## config.mk

```make
export PLATFORM = sky130hd
export DESIGN_NAME = ctrl_pipe_chain
export DESIGN_NICKNAME = d
export VERILOG_FILES = /design/src/rtl/ctrl_pipe_chain.sv
export SDC_FILE = /design/constraint.sdc
export NUM_CORES = 1
export LEC_CHECK = 0
export ABC_AREA = 1
export BUFFER_PORTS_ARGS = -buffer_cell sky130_fd_sc_hd__buf_2
export CORE_ASPECT_RATIO = 0.9
export CORE_MARGIN = 4
export CORE_UTILIZATION = 44
export DETAILED_ROUTE_END_ITERATION = 7
export PLACE_DENSITY = 0.78
export SYNTH_ARGS = -nofsm -noshare
export SYNTH_HDL_FRONTEND = slang
export SYNTH_SLANG_ARGS = --single-unit
```

## constraint.sdc

```tcl
create_clock -name clk -period 1.48 [get_ports clk]
set_input_delay 0.148 -clock clk [delete_from_list [all_inputs] [get_ports clk]]
set_output_delay 0.148 -clock clk [all_outputs]
set_load 0.02 [all_outputs]
```

## src/rtl/ctrl_pipe_chain.sv

```systemverilog
// ----------------------------------------------------------------------------
// ctrl_pipe_chain
//
// Purpose
//   Control-word pipeline for the ID->EX->MEM->WB control path. Each of the
//   STAGES registers carries a decoded control word, a valid bit and a halt
//   bit. A stall holds stage 0 and drops a real bubble into stage 1. This
//   means a held instruction is never duplicated downstream. A flush clears
//   the FLUSH_DEPTH youngest stages. A HALT that leaves the last stage sets a
//   sticky halted flag. A saturating counter records cycles in which the last
//   stage was empty while the core was still running.
//
// Parameters
//   CTRL_W       width of the control word
//   STAGES       number of pipeline registers (>= 2)
//   FLUSH_DEPTH  number of youngest stages cleared by flush (1..STAGES)
//   CNT_W        width of the bubble counter
//
// Ports
//   clk          in   rising-edge clock
//   reset        in   synchronous reset, active low
//   in_valid     in   control word present at the input
//   in_ctrl      in   decoded control word
//   in_halt      in   input instruction is HALT
//   stall        in   hold stage 0, bubble into stage 1
//   flush        in   clear stages 0..FLUSH_DEPTH-1
//   in_ready     out  input can be taken (no halt pending or retired)
//   stage_valid  out  valid bit per stage, bit k = stage k
//   stage_ctrl   out  control words, stage k at [k*CTRL_W +: CTRL_W]
//   occupancy    out  number of valid stages
//   halted       out  HALT has retired from the last stage (sticky)
//   bubble_cnt   out  saturating count of empty last-stage cycles
// ----------------------------------------------------------------------------
module ctrl_pipe_chain #(
    parameter int CTRL_W      = 16,
    parameter int STAGES      = 3,
    parameter int FLUSH_DEPTH = 1,
    parameter int CNT_W       = 16
) (
    input  logic                         clk,
    input  logic                         reset,
    input  logic                         in_valid,
    input  logic [CTRL_W-1:0]            in_ctrl,
    input  logic                         in_halt,
    input  logic                         stall,
    input  logic                         flush,
    output logic                         in_ready,
    output logic [STAGES-1:0]            stage_valid,
    output logic [STAGES*CTRL_W-1:0]     stage_ctrl,
    output logic [$clog2(STAGES+1)-1:0]  occupancy,
    output logic                         halted,
    output logic [CNT_W-1:0]             bubble_cnt
);

    localparam int OCC_W = $clog2(STAGES + 1);
    localparam int LAST  = STAGES - 1;

    // Pipeline state. The packed layout of ctrl_q matches the flattened
    // stage_ctrl port directly.
    logic [STAGES-1:0]             valid_q, valid_d;
    logic [STAGES-1:0]             halt_q,  halt_d;
    logic [STAGES-1:0][CTRL_W-1:0] ctrl_q,  ctrl_d;

    logic                          halted_q, halted_d;
    logic [CNT_W-1:0]              bubble_q, bubble_d;

    logic                          halt_pending;
    logic                          accept;
    logic [OCC_W-1:0]              occ_sum;

    // ------------------------------------------------------------------
    // Input handshake
    // ------------------------------------------------------------------
    // A halt anywhere in flight closes the input. Flushing that halt away
    // reopens the input on the following cycle.
    assign halt_pending = |(valid_q & halt_q);
    assign in_ready     = !halted_q && !halt_pending;
    assign accept       = in_valid && in_ready && !stall && !flush;

    // ------------------------------------------------------------------
    // Per-stage next state
    // ------------------------------------------------------------------
    // An invalid stage always carries ctrl=0 and halt=0. Loads are gated
    // by accept and every clear forces zero. A bubble therefore can never
    // assert a write enable downstream.
    genvar gi;
    generate
        for (gi = 0; gi < STAGES; gi++) begin : g_stage
            if (gi == 0) begin : g_head
                // Priority: flush clears, then stall holds, then load or bubble.
                assign valid_d[0] = flush ? 1'b0
                                  : (stall ? valid_q[0] : accept);
                assign halt_d[0]  = flush ? 1'b0
                                  : (stall ? halt_q[0] : (accept & in_halt));
                assign ctrl_d[0]  = flush ? {CTRL_W{1'b0}}
                                  : (stall ? ctrl_q[0]
                                           : (accept ? in_ctrl : {CTRL_W{1'b0}}));
            end else begin : g_body
                // Stage 1 is the one that takes the stall bubble. The older
                // stages keep draining during a stall. Flush only reaches the
                // youngest FLUSH_DEPTH stages.
                localparam bit FLUSHED      = (gi < FLUSH_DEPTH);
                localparam bit STALL_BUBBLE = (gi == 1);

                logic kill;
                assign kill = (FLUSHED && flush) || (STALL_BUBBLE && stall);

                assign valid_d[gi] = kill ? 1'b0 : valid_q[gi-1];
                assign halt_d[gi]  = kill ? 1'b0 : halt_q[gi-1];
                assign ctrl_d[gi]  = kill ? {CTRL_W{1'b0}} : ctrl_q[gi-1];
            end
        end
    endgenerate

    // ------------------------------------------------------------------
    // Retirement status and performance counter
    // ------------------------------------------------------------------
    assign halted_d = halted_q || (valid_q[LAST] && halt_q[LAST]);

    always_comb begin
        bubble_d = bubble_q;
        if (!valid_q[LAST] && !halted_q && (bubble_q != {CNT_W{1'b1}})) begin
            bubble_d = bubble_q + CNT_W'(1);
        end
    end

    // ------------------------------------------------------------------
    // State registers
    // ------------------------------------------------------------------
    always_ff @(posedge clk) begin
        if (!reset) begin
            valid_q  <= '0;
            halt_q   <= '0;
            ctrl_q   <= '0;
            halted_q <= 1'b0;
            bubble_q <= '0;
        end else begin
            valid_q  <= valid_d;
            halt_q   <= halt_d;
            ctrl_q   <= ctrl_d;
            halted_q <= halted_d;
            bubble_q <= bubble_d;
        end
    end

    // ------------------------------------------------------------------
    // Occupancy: popcount of the valid bits
    // ------------------------------------------------------------------
    always_comb begin
        occ_sum = '0;
        for (int i = 0; i < STAGES; i++) begin
            occ_sum = occ_sum + OCC_W'(valid_q[i]);
        end
    end

    assign stage_valid = valid_q;
    assign stage_ctrl  = ctrl_q;
    assign occupancy   = occ_sum;
    assign halted      = halted_q;
    assign bubble_cnt  = bubble_q;

endmodule

```

# ---- Word level (Yosys, flattened, before mapping)
# Index checks and enable logic that the tools add are counted.
dict set report classes {
  n_addsub 3
  multipliers 0
  div 0
  order_cmp 0
  n_eq_ne 1
  shifts 0
  muxes 1
  n_bitwise 3
  reduce_logical 16
}
# op n
set op_table {}
lappend op_table {{$add A16 B1 Y16 const B} 1}
lappend op_table {{$mux W16} 1}
lappend op_table {{$ne A16 B16 Y1 const B} 1}
lappend op_table {{$logic_and A1 B1 Y1} 7}
lappend op_table {{$logic_not A1 Y1} 5}
lappend op_table {{$reduce_or A2 Y1} 2}
lappend op_table {{$and A3 B3 Y3} 1}
lappend op_table {{$reduce_or A3 Y1} 1}
lappend op_table {{$add A1 B1 Y2} 1}
lappend op_table {{$add A2 B1 Y2} 1}
lappend op_table {{$and A1 B1 Y1} 1}
lappend op_table {{$logic_or A1 B1 Y1} 1}
lappend op_table {{$not A1 Y1} 1}
dict set report totals {
  regBits 71
  latch_bits 0
  ram_bits 0
  romBits 0
  input_bits 22
  mem_count 0
}

# ---- Logic depth before layout (Yosys ltp)
dict set report depth {
  word_depth 8
  ltp_mapped 9
  ltp_nobuf 9
}

# ---- Least setup slack after synthesis
# No wires, ideal clock.
dict set report synth_path {
  kind {reg2reg}
  from {reg bubble_q[0] (netlist: bubble_cnt[0])}
  to {reg bubble_q[11] (netlist: bubble_cnt[11])}
  arrival_ns 1.501
  required_time_ns 1.348
  path_slack_ns -0.154
  path_stages_with_launch 10
  synth_period_minus_slack_ns 1.634
  path_cell_list {dfxtp_1 > ha_1 > nand2_1 > nor2_4 > nand2_4 > nor2_2 > nor2_4 > buf_6 > nand2_1 > a21oi_1}
}
dict set report synth_between {
  elab_chain_cells 2
  word_cells_on_any_way 3
  classes_between {add/sub (1); eq/ne (1); reduce/logical (1)}
}
# element line
set synth_rtl {}
lappend synth_rtl {{start, declared} 65} ;# logic [CNT_W-1:0] bubble_q, bubble_d;
lappend synth_rtl {{start signal, assigned} 142} ;# bubble_q <= bubble_d;
lappend synth_rtl {{branches (longest 2 deep; another with $add A16 B1 Y16)} n/a}
# Parallel ways; which one is timed is not known.
# A chain may end at the register's enable or synchronous reset.

# ---- Worst setup path after layout
dict set report layout_path {
  from {reg valid_q[1] (netlist: stage_valid[1])}
  to {out occupancy[0]}
}
dict set report layout_between {
  elab_chain_cells 2
}
# element line
set layout_rtl {}
lappend layout_rtl {{start, declared} 60} ;# logic [STAGES-1:0] valid_q, valid_d;
lappend layout_rtl {{start signal, assigned} 138} ;# valid_q <= valid_d;
lappend layout_rtl {{$add A1 B1 Y2} 152} ;# occ_sum = occ_sum + OCC_W'(valid_q[i]);
lappend layout_rtl {{$add A2 B1 Y2} 152}
lappend layout_rtl {{end, declared} 50} ;# output logic [$clog2(STAGES+1)-1:0] occupancy,
# No other way between the ends.

==> metrics.yaml <==
routed_wl_mm: 6.768
slew_headroom: 0.5787
total_power_mw: 3.849
seq_area_um2: 1436
critPathRequiredTime_ps: 1330
fillers: 495
hp-start: "in_ctrl[10]"
leakagePower_nw: 1.802
skew_ps: 8.767
antenna_found_initial: 0
synth_top_cell_by_area: "dfxtp_1"
synth_common_cells: "89 x nand2_1, 71 x dfxtp_1, 46 x inv_1"
fin_crit_sh: 1.013
clockBufferDepth: 2
initial_core_util: 0.4643
portBuffers: 92
fmax_mhz: 667.3
rr_startpoint: "bubble_cnt[9]$_SDFFE_PN0P_"
hold_path_depth: 3
die-area_um2: 7465
io_pins: 93
ys_seq_area_frac: 0.5257
h-tree-depth: 3
clkLatencyLatePin_ps: 340
numCtsBuffers: 9
crit_type: "reg2out"
synth_edf_count: 0
ff2ff_path_depth: 6
violations: "negative setup slack"
synth_fp_nets: 372
synth_cell_types: 24
postRouteAntennaNets: 0
yosys_warnings: 0
hold_buffers: 0
root_buffer: "clkbuf_8"
cp_max_fo: 2
wl_per_cell_um: 12.60
vias: 2509
setup_ws_ps: -18.53
grt_pass1_vias: 2309
worstMarginPinSlew_ps: 631.9
async_flop_share: 0
first_pass_iters: 4
hp-class: "in2reg"
ys_ff_latch: 71
dpl.hpwl_mm: 4.975
synthCells: 348
cts_sinks: 71
n_antenna_cell: 0
die_w_um: 90.63
rows: 26
drt_iter0_markers: 90
grt-ovfl-total: 0
drc_errors: 0
grt_max_degree: 21
final_layout_size_suffix_gt1_frac: 0.3362
end_kind: "output port"
cts_tree: "yes"
p_per_area_nw_per_um2: 1053
clk_pin_slew_ps: 80
stdcell_count: 537
syn_to_final_growth_pct: 35.17
crit_arrival_ps: 1350
hold_violations: 0
vdd_drop_max_mv: 0.7968
synth_most_common_cell: "nand2_1"
synth_top_area_frac: 0.5257
grt_usage: 0.1867
synthTopCellsByArea: "dfxtp_1 53%, nand2_1 12%, inv_1 6.4%, a21oi_1 5.6%, nor2_1 5.6%"
routed_via_density: 4.672
ys.flop_type: "dfxtp_1"
critPathLaunch: "stage_valid[1]$_SDFF_PP0_"
finalSetupViolCount: 1
finalCriticalPeriod_ps: 1499
maxCapViolations: 0
dp.cells: 517
place.gp.congestion: 0.8580
coreArea_um2: 5823
syn_area_per_cell_um2: 7.770
worstSetupStartpointType: "flip-flop"
slew_viol_final: 0
nets: 486
multiInputGateArea_um2: 1084
outcome: "finished, violations left"
synth_area_um2: 2704
die_h_um: 82.37
rsz0062_at_grt: "yes"
grt_pass1_wl_mm: 10.90
==> final timing paths <==
kind | endpoint | slack, ps
hold reg to reg | halt_q[2]$_SDFF_PN0_ | 440
setup reg to reg | bubble_cnt[14]$_SDFFE_PN0P_ | 70
hold / removal | stage_ctrl[10]$_SDFFE_PP0N_ | 60
setup / recovery | occupancy[0] | -20
==> power breakdown <==
group,internal [mW],switching (mW),total (mW)
combinational,0.0740,0.115,0.189
clock,0.971,0.752,1.72
sequential,1.92,0.0141,1.94
total,2.97,0.881,3.85
==> flip-flops by register name, indices dropped and copies added, names as in the netlist <==
name and flops:
halted 1, bubble_cnt 16, stage_ctrl 48, halt_q 3, stage_valid 3
==> layer usage <==
layer / global-route usage / vias to the layer above / wire [µm]
li1: - / 1304 / -
met2: 0.3116 / 71 / 3161
met5: 0 / - / 0
met4: 0.06881 / 0 / 121
met3: 0.05344 / 10 / 359
met1: 0.2330 / 1124 / 3127
==> layout make-up <==
type | count | share of cell area
Sequential cell | 71 | 0.3930
Multi-Input combinational cell | 218 | 0.2965
Timing Repair Buffer | 114 | 0.1746
Inverter | 48 | 0.04930
Clock buffer | 9 | 0.03389
Clock inverter | 7 | 0.02876
Tap cell | 70 | 0.02396
==> cells in the final DEF (no fill, tap or decap), types with 4 or more instances in the layout <==
cell	count
a21oi_1	30
nor2_1	37
nand2_1	88
nor2_4	8
nor2_2	4
buf_4	22
nand4_1	5
inv_1	45
clkbuf_8	9
buf_2	90
nand3_1	27
dfxtp_1	65
xor2_1	4
==> kinds of logic after synthesis <==
group / after synthesis / synth area share
AOI/OAI and AO/OA: 33 / 0.06525
xor gates and xnor gates: 6 / 0.01944
adders and majority gates: 2 / 0.01203
buffers and inverters: 60 / 0.09070
DFF: 71 / 0.5257
and+or+nand+nor: 176 / 0.2869
==> worst max-delay path: stages (launching register included) <==
cell and delay (ps):
dfxtp_4 350, fa_1 550, buf_6 120
==> what timing repair did <==
action	4_1_cts	5_1_grt
cloned	0	1
pin swaps	2	6
endpoints found under the hold margin	0	0
endpoints found under the setup margin	2	15
buffers inserted	3	0
gates resized for setup	8	13
==> metrics by stage <==
| step | cell area [µm²] | setup WS [ps] | hold slack [ps] | setup TNS, ps | utilization |
|---|---|---|---|---|---|
| 6_report | 3655 | -18.53 | 63.60 | -18.53 | 0.6276 |
| 3_3_place_gp | 3334 | 69.63 | 415.0 | 0 | 0.5726 |
| 3_5_place_dp | 3334 | 57.91 | 422.8 | 0 | 0.5726 |
| 5_1_grt | 3655 | -75.26 | 57.73 | -88.82 | 0.6276 |
| 4_1_cts | 3602 | -32.73 | 49.66 | -32.73 | 0.6186 |
| 2_1_floorplan | 2709 | 7.980 | 308.2 | 0 | - |
Power figures use the tool's default switching activity.
